`config.mk`:
```
export PLATFORM = sky130hd
export DESIGN_NAME = wb_memtest_master_flat
export DESIGN_NICKNAME = d
export VERILOG_FILES = /design/src/rtl/wb_memtest_master_if.sv /design/src/rtl/wb_memtest_master.sv /design/src/flat_wrapper.sv
export SDC_FILE = /design/constraint.sdc
export NUM_CORES = 1
export LEC_CHECK = 0
export CAP_MARGIN = 15
export CORE_UTILIZATION = 41
export DETAILED_ROUTE_END_ITERATION = 6
export GPL_TIMING_DRIVEN = 1
export PLACE_DENSITY = 0.76
export REMOVE_ABC_BUFFERS = 1
export SKIP_LAST_GASP = 1
export SYNTH_ARGS = -nofsm -noshare
export SYNTH_HDL_FRONTEND = slang
export SYNTH_SLANG_ARGS = --single-unit
```
`constraint.sdc`:
```
create_clock -name clk -period 2.6 [get_ports clk]
set_clock_uncertainty 0.15 [all_clocks]
set_input_delay 0.26 -clock clk [delete_from_list [all_inputs] [get_ports clk]]
set_output_delay 0.26 -clock clk [all_outputs]
set_load 0.005 [all_outputs]
```
`src/rtl/wb_memtest_master_if.sv`:
```
// Wishbone B4 bus bundle shared by the memory test master and its responder.
// Carries clock and synchronous reset alongside the handshake signals.
interface wshb_if (
  input logic clk,
  input logic rst
);
  logic        cyc;
  logic        stb;
  logic        we;
  logic [3:0]  sel;
  logic [31:0] adr;
  logic [31:0] dat_ms;
  logic [31:0] dat_sm;
  logic [2:0]  cti;
  logic [1:0]  bte;
  logic        ack;
  logic        err;
  logic        rty;

  modport master (
    input  clk, rst, ack, err, rty, dat_sm,
    output cyc, stb, we, sel, adr, dat_ms, cti, bte
  );

  modport slave (
    input  clk, rst, cyc, stb, we, sel, adr, dat_ms, cti, bte,
    output ack, err, rty, dat_sm
  );
endinterface

```
`src/rtl/wb_memtest_master.sv`:
```
// Wishbone memory test master: writes a pattern to N_WORDS words, reads back.
// Define MEMTEST_BURST_EN to run the read phase as incrementing bursts.
module wb_memtest_master #(
  parameter int          N_WORDS   = 2048,
  parameter logic [31:0] BASE_ADR  = 32'h0,
  parameter int          BURST_LEN = 4
) (
  wshb_if.master      wb_m,
  input  logic        start,
  output logic        busy,
  output logic        done,
  output logic        pass,
  output logic [15:0] err_count,
  output logic [31:0] first_err_adr
);
  localparam int IW = $clog2(N_WORDS + 1);
  localparam logic [IW-1:0] LAST = IW'(N_WORDS - 1);

  typedef enum logic [1:0] {IDLE, WRITE, READ, DONE} state_t;

  state_t        state_q, state_d;
  logic [IW-1:0] i_q, i_d, i_inc;
  logic          cyc_q, cyc_d;
  logic          stb_q, stb_d;
  logic          we_q, we_d;
  logic [3:0]    sel_q, sel_d;
  logic [31:0]   adr_q, adr_d;
  logic [31:0]   dat_q, dat_d;
  logic [2:0]    cti_q, cti_d;
  logic [15:0]   cnt_q, cnt_d;
  logic [31:0]   fadr_q, fadr_d;
  logic          done_q, done_d;
  logic          pass_q, pass_d;
  logic          ack_ok;
`ifdef MEMTEST_BURST_EN
  logic [4:0]    beats_q, beats_d;
  logic [4:0]    first_beats;
  logic [IW-1:0] rem;
`endif

  function automatic logic [31:0] word_adr(input logic [IW-1:0] k);
    return BASE_ADR + (32'(k) << 2);
  endfunction

  function automatic logic [31:0] pattern(input logic [IW-1:0] k);
    logic [15:0] lo;
    lo = 16'(k);
    return {~lo, lo};
  endfunction

  assign i_inc  = i_q + 1'b1;
  // A retry response never completes the access.
  assign ack_ok = wb_m.ack & ~wb_m.rty;

`ifdef MEMTEST_BURST_EN
  assign rem         = IW'(N_WORDS) - i_q;
  assign first_beats = (32'(rem) < 32'(BURST_LEN)) ?
                       5'(rem) : 5'(BURST_LEN);
`endif

  always_comb begin
    state_d = state_q;
    i_d     = i_q;
    cyc_d   = cyc_q;
    stb_d   = stb_q;
    we_d    = we_q;
    sel_d   = sel_q;
    adr_d   = adr_q;
    dat_d   = dat_q;
    cti_d   = cti_q;
    cnt_d   = cnt_q;
    fadr_d  = fadr_q;
    done_d  = done_q;
    pass_d  = pass_q;
`ifdef MEMTEST_BURST_EN
    beats_d = beats_q;
`endif
    unique case (state_q)
      IDLE, DONE: begin
        if (start) begin
          state_d = WRITE;
          i_d     = '0;
          cnt_d   = '0;
          fadr_d  = '0;
          done_d  = 1'b0;
          pass_d  = 1'b0;
          cyc_d   = 1'b1;
          stb_d   = 1'b1;
          we_d    = 1'b1;
          sel_d   = 4'hF;
          cti_d   = 3'b000;
          adr_d   = word_adr('0);
          dat_d   = pattern('0);
        end
      end
      WRITE: begin
        if (wb_m.err) begin
          state_d = DONE;
          cyc_d   = 1'b0;
          stb_d   = 1'b0;
          we_d    = 1'b0;
          done_d  = 1'b1;
          pass_d  = 1'b0;
        end else if (ack_ok) begin
          if (i_q == LAST) begin
            state_d = READ;
            i_d     = '0;
            cyc_d   = 1'b0;
            stb_d   = 1'b0;
            we_d    = 1'b0;
            adr_d   = word_adr('0);
          end else begin
            i_d   = i_inc;
            adr_d = word_adr(i_inc);
            dat_d = pattern(i_inc);
          end
        end
      end
      READ: begin
        if (!stb_q) begin
          cyc_d = 1'b1;
          stb_d = 1'b1;
`ifdef MEMTEST_BURST_EN
          beats_d = first_beats;
          cti_d   = (first_beats == 5'd1) ? 3'b111 : 3'b010;
`else
          cti_d = 3'b000;
`endif
        end else if (wb_m.err) begin
          state_d = DONE;
          cyc_d   = 1'b0;
          stb_d   = 1'b0;
          cti_d   = 3'b000;
          done_d  = 1'b1;
          pass_d  = 1'b0;
        end else if (ack_ok) begin
          if (wb_m.dat_sm != pattern(i_q)) begin
            if (cnt_q != 16'hFFFF) cnt_d = cnt_q + 16'd1;
            if (cnt_q == 16'h0) fadr_d = adr_q;
          end
          if (i_q == LAST) begin
            state_d = DONE;
            cyc_d   = 1'b0;
            stb_d   = 1'b0;
            cti_d   = 3'b000;
            done_d  = 1'b1;
            pass_d  = (cnt_d == 16'h0);
          end else begin
            i_d   = i_inc;
            adr_d = word_adr(i_inc);
`ifdef MEMTEST_BURST_EN
            if (beats_q == 5'd1) begin
              cyc_d = 1'b0;
              stb_d = 1'b0;
              cti_d = 3'b000;
            end else begin
              beats_d = beats_q - 5'd1;
              cti_d   = (beats_q == 5'd2) ? 3'b111 : 3'b010;
            end
`else
            cyc_d = 1'b0;
            stb_d = 1'b0;
`endif
          end
        end
      end
      default: state_d = IDLE;
    endcase
  end

  always_ff @(posedge wb_m.clk) begin
    if (wb_m.rst) begin
      state_q <= IDLE;
      i_q     <= '0;
      cyc_q   <= 1'b0;
      stb_q   <= 1'b0;
      we_q    <= 1'b0;
      sel_q   <= 4'h0;
      adr_q   <= 32'h0;
      dat_q   <= 32'h0;
      cti_q   <= 3'b000;
      cnt_q   <= 16'h0;
      fadr_q  <= 32'h0;
      done_q  <= 1'b0;
      pass_q  <= 1'b0;
`ifdef MEMTEST_BURST_EN
      beats_q <= 5'd0;
`endif
    end else begin
      state_q <= state_d;
      i_q     <= i_d;
      cyc_q   <= cyc_d;
      stb_q   <= stb_d;
      we_q    <= we_d;
      sel_q   <= sel_d;
      adr_q   <= adr_d;
      dat_q   <= dat_d;
      cti_q   <= cti_d;
      cnt_q   <= cnt_d;
      fadr_q  <= fadr_d;
      done_q  <= done_d;
      pass_q  <= pass_d;
`ifdef MEMTEST_BURST_EN
      beats_q <= beats_d;
`endif
    end
  end

  assign wb_m.cyc    = cyc_q;
  assign wb_m.stb    = stb_q;
  assign wb_m.we     = we_q;
  assign wb_m.sel    = sel_q;
  assign wb_m.adr    = adr_q;
  assign wb_m.dat_ms = dat_q;
  assign wb_m.cti    = cti_q;
  assign wb_m.bte    = 2'b00;

  assign busy          = (state_q == WRITE) || (state_q == READ);
  assign done          = done_q;
  assign pass          = pass_q;
  assign err_count     = cnt_q;
  assign first_err_adr = fadr_q;
endmodule

```
`src/flat_wrapper.sv`:
```
// flat-port wrapper written by rule: the top's interface ports become plain ports
module wb_memtest_master_flat 
#(
  parameter int          N_WORDS   = 2048,
  parameter logic [31:0] BASE_ADR  = 32'h0,
  parameter int          BURST_LEN = 4
)
  (start, busy, done, pass, err_count, first_err_adr, clk, rst, wb_m_ack, wb_m_err, wb_m_rty, wb_m_dat_sm, wb_m_cyc, wb_m_stb, wb_m_we, wb_m_sel, wb_m_adr, wb_m_dat_ms, wb_m_cti, wb_m_bte);
  wshb_if wb_m_i (.clk(clk), .rst(rst));
  input  logic start;
  output logic busy;
  output logic done;
  output logic pass;
  output logic [15:0] err_count;
  output logic [31:0] first_err_adr;
  input wire logic clk;
  input wire logic rst;
  input wire logic [$bits(wb_m_i.ack)-1:0] wb_m_ack;
  input wire logic [$bits(wb_m_i.err)-1:0] wb_m_err;
  input wire logic [$bits(wb_m_i.rty)-1:0] wb_m_rty;
  input wire logic [$bits(wb_m_i.dat_sm)-1:0] wb_m_dat_sm;
  output wire logic [$bits(wb_m_i.cyc)-1:0] wb_m_cyc;
  output wire logic [$bits(wb_m_i.stb)-1:0] wb_m_stb;
  output wire logic [$bits(wb_m_i.we)-1:0] wb_m_we;
  output wire logic [$bits(wb_m_i.sel)-1:0] wb_m_sel;
  output wire logic [$bits(wb_m_i.adr)-1:0] wb_m_adr;
  output wire logic [$bits(wb_m_i.dat_ms)-1:0] wb_m_dat_ms;
  output wire logic [$bits(wb_m_i.cti)-1:0] wb_m_cti;
  output wire logic [$bits(wb_m_i.bte)-1:0] wb_m_bte;
  assign wb_m_i.ack = wb_m_ack;
  assign wb_m_i.err = wb_m_err;
  assign wb_m_i.rty = wb_m_rty;
  assign wb_m_i.dat_sm = wb_m_dat_sm;
  assign wb_m_cyc = wb_m_i.cyc;
  assign wb_m_stb = wb_m_i.stb;
  assign wb_m_we = wb_m_i.we;
  assign wb_m_sel = wb_m_i.sel;
  assign wb_m_adr = wb_m_i.adr;
  assign wb_m_dat_ms = wb_m_i.dat_ms;
  assign wb_m_cti = wb_m_i.cti;
  assign wb_m_bte = wb_m_i.bte;
  wb_memtest_master #(.N_WORDS(N_WORDS), .BASE_ADR(BASE_ADR), .BURST_LEN(BURST_LEN)) u_core (.wb_m(wb_m_i), .start(start), .busy(busy), .done(done), .pass(pass), .err_count(err_count), .first_err_adr(first_err_adr));
endmodule
```
After elaboration in Yosys (flattened, before gate mapping)
Cells that the tools add are included.
{"block": "totals", "register_bits": 135, "inputBits": 38, "out_inout_bits": 127, "elab_cells": 141}
{"block": "op_classes", "add_sub_neg": 2, "n_eq_ne": 23, "muxes": 81, "bitwise_logic": 4, "reduce_logical": 18}
{"op": "two-way mux 32 bit", "n": 16}
{"op": "two-way mux 16 bit", "n": 10}
{"op": "one-hot mux 32 bit (2 select lines)", "n": 2}
{"op": "two-way mux 12 bit", "n": 8}
{"op": "one-hot mux 32 bit (3 select lines)", "n": 1}
{"op": "one-hot mux 12 bit (3 select lines)", "n": 1}
{"op": "zero test 16 bit", "n": 2}
{"op": "!= test 32 bit", "n": 1}
{"op": "NOT 12 -> 16 bit", "n": 2}
{"op": "one-hot mux 16 bit (2 select lines)", "n": 1}
{"op": "two-way mux 1 bit", "n": 21}
{"op": "adder 16 x 1 -> 16 bit, second input constant", "n": 1}
{"op": "two-way mux 2 bit", "n": 8}
{"op": "!= test 16 bit, second input constant", "n": 1}
{"op": "two-way mux 3 bit", "n": 5}
{"op": "AND reduction 5 bit", "n": 3}
{"op": "two-way mux 14 bit", "n": 1}
{"op": "AND reduction 7 bit", "n": 2}
{"op": "adder 12 x 1 -> 12 bit, second input constant", "n": 1}
{"op": "== test 12 x 11 -> 1 bit, second input constant", "n": 1}
{"op": "!= test 2 bit, second input constant", "n": 6}
{"op": "!= test 3 x 2 -> 1 bit, second input constant", "n": 4}
{"op": "one-hot mux 1 bit (3 select lines)", "n": 4}
{"op": "AND reduction 4 bit", "n": 3}
{"op": "other kinds (16)", "n": 23}

Depth between registers and ports, before layout
{"block": "logic_depth", "ltp_word": 13, "ltp_mapped": 11, "ltp_nobuf": 9}

Least setup slack after synthesis
No wires, ideal clock.
{"block": "synth_path", "path_kind": "reg2reg", "start": "reg u_core.wb_m.adr[3] (netlist name)", "end": "reg u_core.adr_q[7] (netlist: u_core.wb_m.adr[7])", "setup_time_ps": 139, "arrival_time_ps": 2524, "required_ps": 2311, "path_slack_ps": -214, "stages_incl_launch_ff": 10, "path_buffers": 2, "synth_period_minus_slack_ps": 2814, "path_cell_list": "dfxtp_1 ha_1 nand3_1 or4_1 or3_1 and4_1 clkbuf_1 buf_2 a21oi_1 a311oi_1"}
{"element": "to (signal assigned)", "line_no": "wb_memtest_master.sv:196", "rtl": "adr_q <= adr_d;"}
{"element": "to (decl)", "line_no": "wb_memtest_master.sv:27", "rtl": "logic [31:0] adr_q, adr_d;"}

==> impl_metrics.env <==
export IMPL_total_power_w=0.00407
export IMPL_synth_simple_gate_area_share_pct=27.2
export IMPL_relSlewSlack_pct=48.0
export IMPL_synth_compound_area_share_pct=19.7
export IMPL_clockBufferDepth=2
export IMPL_clock_sinks=73
export IMPL_die_area_sq_mm=0.0116
export IMPL_violations="negative setup slack"
export IMPL_hp_start="u_core.first_err_adr[12]$_SDFFE_PP0P_"
export IMPL_yosys_mux_area_fraction_pct=0.900
export IMPL_finalMaxSlewViolations=0
export IMPL_clk_latency_ns=0.36
export IMPL_worstRegToRegCells=8
export IMPL_postCtsHoldBufs=0
export IMPL_globalplace_congestion=0.915
export IMPL_syn_to_final_growth_pct=44.8
export IMPL_path_max_fanout=3
export IMPL_crit_arrival_ns=2.77
export IMPL_worstSetupStartpoint="u_core.wb_m.adr[3]$_SDFFE_PP0P_"
export IMPL_endpoint_kind="flip-flop"
export IMPL_pwr_share_comb_pct=45.4
export IMPL_clockPowerShare_pct=21.6
export IMPL_synthArstFlopShare_pct=0
export IMPL_antenna_cells=0
export IMPL_worst_slew_pin_slew_ns=0.779
export IMPL_hp_class="reg -> reg"
export IMPL_switchingPower_w=0.00159
export IMPL_syn_avg_cell_area_sq_um=7.70
export IMPL_synthFlopType="dfxtp_1"
export IMPL_antenna_found_initial=0
export IMPL_fin_ws_ns=-0.0398
export IMPL_finalHoldViolations=0
export IMPL_wl_um=15300
export IMPL_path_clk_slew_ns=0.09
export IMPL_synth_edf_count=0
export IMPL_yosys_warnings=0
export IMPL_grt_usage_pct=25.5
export IMPL_fmax_mhz=379
export IMPL_rsz0062_at_grt="yes"
export IMPL_grt_pass1_wl_um=23300
export IMPL_outcome="complete, but fails checks"
export IMPL_hold_depth=2
export IMPL_drtPass1Iterations=6
export IMPL_htreeDepth=3
export IMPL_grt_max_degree=74
export IMPL_ys_ff_latch=73
export IMPL_min_period_ns=2.64
export IMPL_synth_cell_types=61
export IMPL_vias_per_cell=5.63
export IMPL_peakVddDrop_uv=510
export IMPL_power_density_mw_per_mm2=613
export IMPL_layout_nets=800
export IMPL_start_util_pct=42.1
export IMPL_drcViolationCount=0
export IMPL_p_int_w=0.00248
export IMPL_boundaryPins=165
export IMPL_wire_per_inst_um=17.0
export IMPL_dp_hpwl_um=11200
export IMPL_die_h_um=108
export IMPL_final_cell_mix="clkdlybuf4s50_1, buf_4, dfxtp_1"
export IMPL_r2r_start="u_core.wb_m.adr[3]$_SDFFE_PP0P_"
export IMPL_drive_gt1_share_pct=21.4
export IMPL_setup_viol=1
export IMPL_cts_inserted_buffers=9
export IMPL_power_share_switching_pct=39.2
export IMPL_core_area_sq_mm=0.0109
export IMPL_rows=38
export IMPL_synth_top_family_by_area="simple AND/OR/NAND/NOR gates"
export IMPL_overflow=0
export IMPL_port_buffers=115
export IMPL_crit_type="reg -> reg"
export IMPL_synth_xor_area_share_pct=3.82
export IMPL_syn_area_sq_mm=0.00459
export IMPL_dpl_instance_area_sq_mm=0.00611
export IMPL_final_antenna_net_count=0
export IMPL_num_vias=5074
export IMPL_yosysSeqAreaShare_pct=31.9
export IMPL_design_area_sq_mm=0.00665
export IMPL_cts_tree="built"
export IMPL_drv_cap=0
export IMPL_critical_path_required_ns=2.73
export IMPL_final_common_cell="clkdlybuf4s50_1"
export IMPL_p_seq_share_pct=33.0
export IMPL_synth_adder_area_share_pct=1.64
export IMPL_drt_iter0_markers=401
export IMPL_cp_start_kind="flip-flop"
export IMPL_p_leak_nw=2.43
export IMPL_fin_crit_sh_pct=102
export IMPL_cts_root_buffer="clkbuf_8"
export IMPL_synthCells=596
export IMPL_grt_pass1_vias=4711
export IMPL_die_w_um=108
==> path summary, 6_finish.rpt <==
check | slack (ns) | end
setup / recovery | -0.04 | u_core.pass$_SDFFE_PP0P_
hold / removal | 0.31 | u_core.first_err_adr[12]$_SDFFE_PP0P_
setup reg to reg | -0.04 | u_core.pass$_SDFFE_PP0P_
hold reg to reg | 0.31 | u_core.first_err_adr[12]$_SDFFE_PP0P_
==> routing by layer <==
metal	vias up	GRT usage (%)	routed length, um
li1	2366	-	-
met4	0	10.6	482
met1	2386	31.6	6220
met3	49	4.48	1180
met5	-	0	0
met2	273	43.4	7440
==> cells in the mapped netlist, types with 5 or more instances <==
cell type  number  share of area [%]
a21oi_1        51                5.6
buf_4          55                9.0
nand4_1        22                3.0
nand2_1        40                3.3
a22oi_1         9                1.5
and3_1          6               0.82
o21ai_0        17                1.9
nand3_1        13                1.4
clkbuf_1       25                2.0
and4_1          6                1.1
buf_2          17                1.9
xor2_1          9                1.7
nand3b_1        9                1.5
xnor2_1        11                2.1
ha_1            6                1.6
nor3_1         27                2.9
nor2_1         71                5.8
inv_1          15                1.2
dfxtp_1        73                 32
a311oi_1       15                2.9
nand2b_1        5               0.68
or3_1           6               0.82
nor4_1          6               0.82
a211oi_1        7                1.1
o2111ai_1       6                1.1
==> through the flow <==
step	utilization (%)	setup slack, ns	hold WS [ns]	setup TNS, ns	std cells
after floorplan	-	-0.259	0.179	-5.54	541
after global placement	56.1	-0.272	0.292	-3.89	878
after detailed placement	56.1	-0.344	0.296	-5.71	878
after CTS	58.4	-0.00429	0.311	-0.00429	896
after global routing	61.0	-0.122	0.329	-0.355	901
final	61.0	-0.0398	0.310	-0.0398	901
==> power by group through the flow <==
stage               Combinational [W]  Clock, W  Sequential, W
floorplan                    0.000720         0        0.00138
global placement              0.00161         0        0.00136
detailed placement            0.00164         0        0.00137
CTS                           0.00166  0.000882        0.00134
global route                  0.00200  0.000927        0.00136
finish                        0.00185  0.000881        0.00134
==> cell families after synthesis <==
kind of cell,count (synthesis)
mux,4
other cells,1
fa+ha+maj,6
buf+inv,118
xor+xnor,20
simple gates,239
flops,73
compound gates,135
==> worst max-delay path, stage by stage (launching register included) <==
cell and delay [ns]:
dfxtp_2 0.36, ha_4 0.16, nand3_4 0.08, or4_4 0.55, or3_4 0.36, a211o_1 0.29, a221oi_4 0.24, o2111ai_2 0.18
o31ai_2 0.19
==> layout make-up <==
cell class | count | area, sq um
Inverter | 15 | 56.3
Timing Repair Buffer | 204 | 1880
Fill cell | 952 | 4240
Multi-Input combinational cell | 453 | 2880
Clock buffer | 9 | 124
Clock inverter | 7 | 61.3
Sequential cell | 73 | 1470
Tap cell | 140 | 175
==> timing repair <==
action,CTS,global route
gates cloned,0,3
gates resized for setup,12,55
pin swaps,5,18
setup endpoints to repair,17,55
buffers inserted,2,3
==> registers in the layout (all words and copies together) (netlist names) <==
signal / count
u_core.wb_m.sel: 1
u_core.wb_m.stb: 1
u_core.state_q: 2
u_core.err_count: 16
u_core.wb_m.cyc: 1
u_core.first_err_adr: 12
u_core.wb_m.adr: 12
u_core.pass: 1
u_core.done: 1
u_core.wb_m.dat_ms: 25
u_core.wb_m.we: 1
Note: power is estimated with default switching activity, not from simulation.
